===== src/rtl/matrix_pkg.sv =====
// Shared definitions for the matrix result RAM datapath: widths, address stride,
// default output buffer depth and the read-back FSM state type.
package matrix_pkg;
  localparam int ADDR_W          = 12;
  localparam int DATA_W          = 32;
  localparam int SUM_W           = 20;
  localparam int CNT_W           = 10;
  localparam int ADDR_STRIDE     = 4;
  localparam int FIFO_DEPTH_DEF  = 2;

  typedef enum logic [1:0] {
    IDLE  = 2'd0,
    READ  = 2'd1,
    DRAIN = 2'd2
  } rd_state_t;
endpackage


===== src/rtl/res_rd_if.sv =====
// Result stream port between res_rd and the host/UART result sink.
// Handshake: a word transfers in any cycle where sum_valid & sum_ready; once
// sum_valid rises, sum_valid and sum_out hold until that transfer happens.
interface res_rd_if;
  import matrix_pkg::*;
  logic [SUM_W-1:0] sum_out;
  logic             sum_valid;
  logic             sum_ready;

  modport master (output sum_out, output sum_valid, input sum_ready);
  modport slave  (input sum_out, input sum_valid, output sum_ready);
endinterface


===== src/rtl/res_rd_fifo.sv =====
// Small synchronous FIFO buffering stripped result sums; DEPTH must be a power of 2.
// A push on a full FIFO is accepted only when a pop happens in the same cycle.
module res_rd_fifo
  import matrix_pkg::*;
#(
  parameter int DEPTH = FIFO_DEPTH_DEF,
  parameter int W     = SUM_W
) (
  input  logic                       clk,
  input  logic                       rst,
  input  logic                       push,
  input  logic [W-1:0]               din,
  input  logic                       pop,
  output logic [W-1:0]               dout,
  output logic                       full,
  output logic                       empty,
  output logic [$clog2(DEPTH):0]     count
);
  localparam int PW = $clog2(DEPTH);
  localparam logic [PW:0] DEPTH_C = (PW+1)'(DEPTH);
  localparam logic [PW:0] ONE_C   = (PW+1)'(1);

  logic [W-1:0]  mem [DEPTH];
  logic [PW-1:0] wr_ptr;
  logic [PW-1:0] rd_ptr;
  logic          do_push;
  logic          do_pop;

  assign full    = (count == DEPTH_C);
  assign empty   = (count == '0);
  assign do_pop  = pop && !empty;
  assign do_push = push && (!full || do_pop);
  assign dout    = mem[rd_ptr];

  always_ff @(posedge clk) begin
    if (rst) begin
      for (int i = 0; i < DEPTH; i++) mem[i] <= '0;
      wr_ptr <= '0;
      rd_ptr <= '0;
      count  <= '0;
    end else begin
      if (do_push) begin
        mem[wr_ptr] <= din;
        wr_ptr      <= wr_ptr + 1'b1;
      end
      if (do_pop) rd_ptr <= rd_ptr + 1'b1;
      case ({do_push, do_pop})
        2'b10:   count <= count + ONE_C;
        2'b01:   count <= count - ONE_C;
        default: count <= count;
      endcase
    end
  end
endmodule


===== src/rtl/res_rd.sv =====
// Result RAM read-back: fetches word_cnt words from base_addr, strips each to its sum
// and streams it out. Optional RES_RD_OVF_CHECK_EN adds a sticky ovf flag for nonzero upper bits.
module res_rd
  import matrix_pkg::*;
#(
  parameter int FIFO_DEPTH = FIFO_DEPTH_DEF
) (
  input  logic              clk,
  input  logic              rst,
  input  logic              start,
  input  logic [ADDR_W-1:0] base_addr,
  input  logic [CNT_W-1:0]  word_cnt,
  output logic [ADDR_W-1:0] r_addr,
  output logic              ren,
  input  logic [DATA_W-1:0] dataRAM,
  res_rd_if.master          sum_if,
  output logic              busy,
  output logic              done,
`ifdef RES_RD_OVF_CHECK_EN
  output logic              ovf,
`endif
  output rd_state_t         dbg_state
);
  localparam int PW = $clog2(FIFO_DEPTH);

  rd_state_t         state, state_d;
  logic [ADDR_W-1:0] addr_q;
  logic [CNT_W-1:0]  left_q;
  logic              inflight_q;
  logic              done_q;
  logic              fifo_empty;
  logic              fifo_full;
  logic [PW:0]       fifo_count;
  logic              pop;
  logic              start_ok;
  int                credit;

  assign pop       = !fifo_empty && sum_if.sum_ready;
  assign start_ok  = (state == IDLE) && start;
  assign sum_if.sum_valid = !fifo_empty;
  assign r_addr    = addr_q;
  assign busy      = (state != IDLE);
  assign done      = done_q;
  assign dbg_state = state;

  // Credit counts a slot freed by this cycle's pop, so a full 1-word/cycle stream
  // sustains with only two entries.
  always_comb begin
    credit = FIFO_DEPTH - int'(fifo_count) + int'(pop) - int'(inflight_q);
  end

  always_comb begin
    state_d = state;
    ren     = 1'b0;
    case (state)
      IDLE: begin
        if (start && word_cnt != '0) state_d = READ;
      end
      READ: begin
        ren = (credit > 0);
        if (ren && left_q == CNT_W'(1)) state_d = DRAIN;
      end
      DRAIN: begin
        if (pop && fifo_count == (PW+1)'(1) && !inflight_q) state_d = IDLE;
      end
      default: state_d = IDLE;
    endcase
  end

  always_ff @(posedge clk) begin
    if (rst) begin
      state      <= IDLE;
      addr_q     <= '0;
      left_q     <= '0;
      inflight_q <= 1'b0;
      done_q     <= 1'b0;
    end else begin
      state      <= state_d;
      inflight_q <= ren;
      done_q     <= (start_ok && word_cnt == '0) || (state == DRAIN && state_d == IDLE);
      if (start_ok && word_cnt != '0) begin
        addr_q <= {base_addr[ADDR_W-1:2], 2'b00};
        left_q <= word_cnt;
      end else if (ren) begin
        addr_q <= addr_q + ADDR_W'(ADDR_STRIDE);
        left_q <= left_q - CNT_W'(1);
      end
    end
  end

  res_rd_fifo #(.DEPTH(FIFO_DEPTH), .W(SUM_W)) u_fifo (
    .clk   (clk),
    .rst   (rst),
    .push  (inflight_q),
    .din   (dataRAM[SUM_W-1:0]),
    .pop   (pop),
    .dout  (sum_if.sum_out),
    .full  (fifo_full),
    .empty (fifo_empty),
    .count (fifo_count)
  );

  logic unused_bits;
`ifdef RES_RD_OVF_CHECK_EN
  always_ff @(posedge clk) begin
    if (rst)                                          ovf <= 1'b0;
    else if (start_ok)                                ovf <= 1'b0;
    else if (inflight_q && dataRAM[DATA_W-1:SUM_W] != '0) ovf <= 1'b1;
  end
  assign unused_bits = ^{base_addr[1:0], fifo_full};
`else
  assign unused_bits = ^{base_addr[1:0], fifo_full, dataRAM[DATA_W-1:SUM_W]};
`endif
endmodule

===== src/flat_wrapper.sv =====
// flat-port wrapper written by rule: the top's interface ports become plain ports
module res_rd_flat import matrix_pkg::*;
#(
  parameter int FIFO_DEPTH = FIFO_DEPTH_DEF
)
  (clk, rst, start, base_addr, word_cnt, r_addr, ren, dataRAM, busy, done, dbg_state, sum_if_sum_out, sum_if_sum_valid, sum_if_sum_ready);
  res_rd_if sum_if_i ();
  input  logic clk;
  input  logic rst;
  input  logic start;
  input  logic [ADDR_W-1:0] base_addr;
  input  logic [CNT_W-1:0] word_cnt;
  output logic [ADDR_W-1:0] r_addr;
  output logic ren;
  input  logic [DATA_W-1:0] dataRAM;
  output logic busy;
  output logic done;
  output rd_state_t dbg_state;
  output wire logic [$bits(sum_if_i.sum_out)-1:0] sum_if_sum_out;
  output wire logic [$bits(sum_if_i.sum_valid)-1:0] sum_if_sum_valid;
  input wire logic [$bits(sum_if_i.sum_ready)-1:0] sum_if_sum_ready;
  assign sum_if_sum_out = sum_if_i.sum_out;
  assign sum_if_sum_valid = sum_if_i.sum_valid;
  assign sum_if_i.sum_ready = sum_if_sum_ready;
  res_rd #(.FIFO_DEPTH(FIFO_DEPTH)) u_core (.clk(clk), .rst(rst), .start(start), .base_addr(base_addr), .word_cnt(word_cnt), .r_addr(r_addr), .ren(ren), .dataRAM(dataRAM), .sum_if(sum_if_i), .busy(busy), .done(done), .dbg_state(dbg_state));
endmodule

===== config.mk =====
export PLATFORM = sky130hd
export DESIGN_NAME = res_rd_flat
export DESIGN_NICKNAME = d
export VERILOG_FILES = /design/src/rtl/matrix_pkg.sv /design/src/rtl/res_rd_if.sv /design/src/rtl/res_rd_fifo.sv /design/src/rtl/res_rd.sv /design/src/flat_wrapper.sv
export SDC_FILE = /design/constraint.sdc
export NUM_CORES = 1
export LEC_CHECK = 0
export ABC_AREA = 1
export CORE_ASPECT_RATIO = 0.8
export CORE_UTILIZATION = 24
export CTS_BUF_LIST = sky130_fd_sc_hd__clkbuf_8
export DETAILED_ROUTE_END_ITERATION = 7
export GPL_TIMING_DRIVEN = 0
export PLACE_DENSITY = 0.57
export SLEW_MARGIN = 20
export SYNTH_ARGS = -nofsm -noshare
export SYNTH_HDL_FRONTEND = slang
export SYNTH_HIERARCHICAL = 1
export SYNTH_SLANG_ARGS = --single-unit

===== constraint.sdc =====
create_clock -name clk -period 4.6 [get_ports clk]
set_clock_uncertainty 0.05 [all_clocks]
set_input_delay 1.15 -clock clk [delete_from_list [all_inputs] [get_ports clk]]
set_output_delay 1.15 -clock clk [all_outputs]
set_load 0.1 [all_outputs]

# Word level (Yosys, flattened, before mapping)
# Memories as Yosys holds them, arrays and structs flattened. A register that Yosys moved wholly into a read port is not among the register bits.
# Index checks and enable logic that the tools add are counted.
[op_classes]
addsub = 9
magnitude_cmp = 1
n_eq_ne = 7
muxes = 20
reduce_logical = 26
[op_table]
columns = ["cell", "n"]
rows = [
  ["$add 32x2->32", 1],
  ["$gt 32x1->1 const B", 1],
  ["$sub 32x2->32", 1],
  ["$mux 12", 2],
  ["$mux 10", 2],
  ["$mux 20", 1],
  ["$reduce_or 20->1", 1],
  ["$add 12x3->12 const B", 1],
  ["$logic_and 1x1->1", 11],
  ["$eq 10x1->1 const B", 1],
  ["$logic_not 10->1", 1],
  ["$mux 1", 10],
  ["$reduce_bool 10->1", 1],
  ["$sub 10x1->10 const B", 1],
  ["$eq 2x1->1 const B", 3],
  ["$eq 2x2->1 const B", 3],
  ["$logic_not 2->1", 3],
  ["$mux 2", 3],
  ["$pmux 2 s3", 1],
  ["$reduce_bool 2->1", 3],
  ["$pmux 2 s2", 1],
  ["$logic_not 1->1", 3],
  ["$sub 2x2->3 const A", 1],
  ["$add 1x1->1 const B", 2],
  ["4 further kinds", 5],
]
[totals]
regBits = 30
ram_bits = 40
inputBits = 58
out_inout_bits = 38
elab_cells = 73
n_memories = 1
[mem_list]
columns = ["memory", "depth", "word_bits", "read_ports", "rd_clocked_by_memory_dff", "write_ports", "line_no", "source"]
rows = [
  ["u_core.u_fifo.mem", 2, 20, 1, 1, 2, "res_rd_fifo.sv:23", "logic [W-1:0] mem [DEPTH];"],
]

# Logic depth before layout (Yosys ltp)
[logic_depth]
ltp_word = 12
mapped_depth = 18

# Hierarchy
# The synthesis kept the hierarchy.
[by_module_without_submodules]
columns = ["module", "instances", "cells_per_inst", "area_each_um2", "seq_area_each_um2"]
rows = [
  ["res_rd_fifo", 1, 168, 2020.7, 1301.2],
  ["res_rd", 1, 295, 1825.5, 480.5],
]

# Worst setup path before layout
# No wires, ideal clock.
[synth_timing]
path_type = "in2out"
startpoint = "in sum_if_sum_ready"
endpoint = "out ren"
arrival_time_ns = 2.965
required_ns = 3.400
path_slack_ns = 0.435
path_stages = 12
path_buffers = 1
path_cell_list = "inv_1 > nor2_1 > ha_1 > inv_1 > fa_1 > inv_1 > ha_1 > nor3b_1 > nand2_2 > nand3_4 > inv_2 > buf_6"
[synth_between]
elab_chain_len = 5
[synth_rtl]
columns = ["item", "line_no", "source"]
rows = [
  ["from (decl)", "flat_wrapper.sv:21", "input wire logic [$bits(sum_if_i.sum_ready)-1:0] sum_if_sum_ready;"],
  ["$logic_and 1x1->1", "res_rd.sv:38", "assign pop = !fifo_empty && sum_if.sum_ready;"],
  ["via u_core.pop", "res_rd.sv:34", "logic pop;"],
  ["$add 32x2->32", "res_rd.sv:49", "credit = FIFO_DEPTH - int'(fifo_count) + int'(pop) - int'(inflight_q);"],
  ["$sub 32x2->32", "res_rd.sv:49", ""],
  ["$gt 32x1->1", "res_rd.sv:60", "ren = (credit > 0);"],
  ["$mux 1", "res_rd.sv:55", "case (state)"],
  ["to (decl)", "flat_wrapper.sv:14", "output logic ren;"],
]
# The timed path passes the listed nets, and every way through them passes these cells.

# Worst setup path after layout
# Same ends and word-level chain as after synthesis.

==> metrics.txt <==
largest net degree at the start of global routing=21; crit end category=primary output; hold buffers post-CTS=0; Async SR Flop Fraction=0%; share of cells above drive strength 1=16.2%; TritonCTS buffer count=9; synthesis warning total=6; Die Wd=about 140 µm; Post-synth EDFFs=40; IO Pins=96; number of global-route vias before repair=3,233; FMAX=223 MHz; Pwr Density=342 nW/µm²; DR iter-0 viols=228; post-route setup slack=between 0.1 and 0.15 ns; CP arrival=~3.3 ns; Skew-Pair Late Insertion Delay=0.35 ns; Synth Flop Type=edfxtp_1; Tmin final=4.48 ns; top cells by area, synth=edfxtp_1 (31%), dfxtp_1 (15%), nand2_1 (9.5%); routed wire length=roughly 9600 µm; RSZ-0062 raised after global routing=false; CP bufs+invs=6; fin. max-slew vios=0; # rows=40; Post-Synthesis Cell Area=3850 µm²; final instance area=approximately 5200 µm²; min-delay worst type=register to register; initial core utilization=between 20% and 30%; Crit Path Max Fanout=14; Critical Path Slowest Stage Cell=clkdlybuf4s50_1; Total GRT Usage=about an eighth; final setup fails=0; Placement Setup Slack=-1.27 ns; Pre-Repair DR Iteration Count=5; CTS Root Cell=clkbuf_8; wire length per cell=between 10 and 15 µm; peak supply drop=approximately 0.13 mV; ant diodes=0; CP peak stage delay=about 0.47 ns; r2r setup slk=1.62 ns; LEAKAGE=2.26 nW; placed insts=753; WS Path Type=primary input to primary output; H-tree levels=3; TritonCTS Sinks=69; worst hold margin=between 0.4 and 0.5 ns; # nets final=626; Core Footprint=15,300 µm²; Synth-to-Final Area Change=35.1%; most frequent cell on the critical path=inv_1; DIE AREA=16,500 µm²; Worst Max-Slew Pin Slew=1.00 ns; Slew HR=about a third; Max Root-Sink Buffers=2; Avg Inst Size Synth=~8.3 µm²; startpoint types=primary input; Worst Path Required=3.40 ns; Placed Area=between 4000 and 5000 µm²; first-pass GRT wire length=around 16,000 µm; Seq/Total Area, Yosys=around 46%; post-DP HPWL=7110 µm; Synth Instances=between 400 and 500; Distinct cells, synth=36; non-filler instance count after layout=about 770; Final Cycle Share=slightly below 100%; number of remaining DRC errors=0; #FFs+latches synth=69; worst-path cell chain=clkdlybuf4s50_1, inv_2, nor2_4, ha_4, inv_1, fa_1, inv_1, ha_1, nor3b_2, nand2_2, nand3_4, inv_6, buf_12; TritonCTS clock tree=built; total number of vias=roughly 3,300; setup TNS=0 ns; delay-heaviest family, CP=buffers and inverters; final hold vios=0; cell taking the most area after synthesis=edfxtp_1; number of port buffers=79; Max Cap Viol=0; Die Height=between 100 and 150 µm; drt via density=between 4 and 5; initial antenna violation count=0; total grt overflow=0; Filler cells=1,575; GPL Wtd Cong=between 0.8 and 0.9; Yosys top cell area share=a little under a third; status=finished clean; Clock Pin Slew Worst Setup and Hold Paths=roughly 0.08 ns; final antenna-violating net count=0
-- cell families after synthesis --
logic type / share of synthesized area (%)
AO/OA/AOI/OAI: 3.06
AND/OR/NAND/NOR: 29.7
XOR/XNOR: 1.14
other: 0.0975
adder cells (fa/ha/maj): 3.97
buffers and inverters: 9.89
multiplexers: 5.86
flip-flops: 46.3
-- cell usage in the layout, fill, tap and decap left out, drive strengths merged, types with 3 or more instances in the layout --
master / count
a21oi: 4
buf: 19
bufinv: 3
clkbuf: 9
clkdlybuf4s50: 78
dfxtp: 29
edfxtp: 40
ha: 9
inv: 71
mux2: 20
nand2: 103
nand3: 42
nand4: 9
nor2: 91
o21ai: 10
xnor2: 3
-- registers in the layout, indices dropped and copies added (netlist names), named ones only --
signal and cells:
u_core/done 1, u_core/u_fifo/count 2, u_core/u_fifo/wr_ptr 1, u_core/left_q 10, u_core/r_addr 10, u_core/inflight_q 1
u_core/u_fifo/rd_ptr 1, u_core/dbg_state 2, u_core/u_fifo/mem 40
-- synthesized netlist by cell type, types with 3 or more instances --
| cell type | n |
|---|---|
| inv_1 | 66 |
| buf_4 | 3 |
| o21ai_0 | 10 |
| nor2_2 | 17 |
| nand2_2 | 5 |
| xnor2_1 | 3 |
| mux2_2 | 20 |
| a21oi_1 | 4 |
| buf_2 | 7 |
| inv_2 | 4 |
| nor2_4 | 3 |
| nand3_1 | 40 |
| ha_1 | 9 |
| nand2_1 | 97 |
| buf_6 | 5 |
| nor2_1 | 71 |
| edfxtp_1 | 40 |
| dfxtp_1 | 29 |
| nand4_1 | 9 |
-- area by class of cell --
cell class	instances	area [µm²]	area share, %
Buffer	14	103	1.97
Clock inverter	6	111	2.14
Sequential cell	69	1780	34.3
Multi-Input combinational cell	309	1710	33.0
Timing Repair Buffer	83	831	16.0
Tap cell	210	263	5.06
Inverter	71	272	5.22
Clock buffer	9	124	2.38
-- where the power goes --
part / internal [mW] / switching (mW) / leakage, nW
logic: 0.149 / 0.315 / 1.49
registers: 0.689 / 0.0304 / 0.652
clock network: 0.358 / 0.238 / 0.116
total: 1.20 / 0.584 / 2.26
-- worst register-to-register path: stages (launching register included) --
cell     delay [ns]
dfxtp_1        0.50
inv_1          0.14
ha_1           0.29
inv_1          0.11
ha_4           0.15
inv_1          0.05
fa_1           0.36
inv_1          0.07
ha_1           0.22
nor3b_2        0.17
nand2_2        0.10
nand3_4        0.12
buf_4          0.18
buf_4          0.18
nand3_1        0.08
nand3_1        0.07
nand2_1        0.05
inv_1          0.05
-- final timing paths --
check,startpoint,end,cells past startpoint
setup / recovery,sum_if_sum_ready,ren,13
setup reg to reg,u_core/u_fifo/count[0],u_core/r_addr[9],17
hold / removal,u_core/u_fifo/rd_ptr,u_core/u_fifo/rd_ptr,2
hold reg to reg,u_core/u_fifo/rd_ptr,u_core/u_fifo/rd_ptr,2
-- timing repair --
item	4_1_cts	5_1_grt
endpoints found under the setup margin	1	1
pin swaps	5	3
setup buffers	3	1
resized for setup	16	1
-- through the flow --
step | power [mW] | utilization (%)
final | 1.78 | 33.9
after global routing | 1.87 | 33.9
after CTS | 1.80 | 33.9
after detailed placement | 1.18 | 32.0
after global placement | 1.18 | 32.0
after floorplan | 1.05 | -
-- routing by layer --
| metal | vias to the layer above | global-route usage [%] | wire length [µm] |
|---|---|---|---|
| met5 | - | 0 | 0 |
| met4 | 0 | 5.32 | 148 |
| met3 | 10 | 3.83 | 462 |
| met2 | 83 | 20.3 | 4510 |
| met1 | 1542 | 15.2 | 4470 |
| li1 | 1651 | - | - |
No activity file was read; power rests on OpenSTA's default activity.
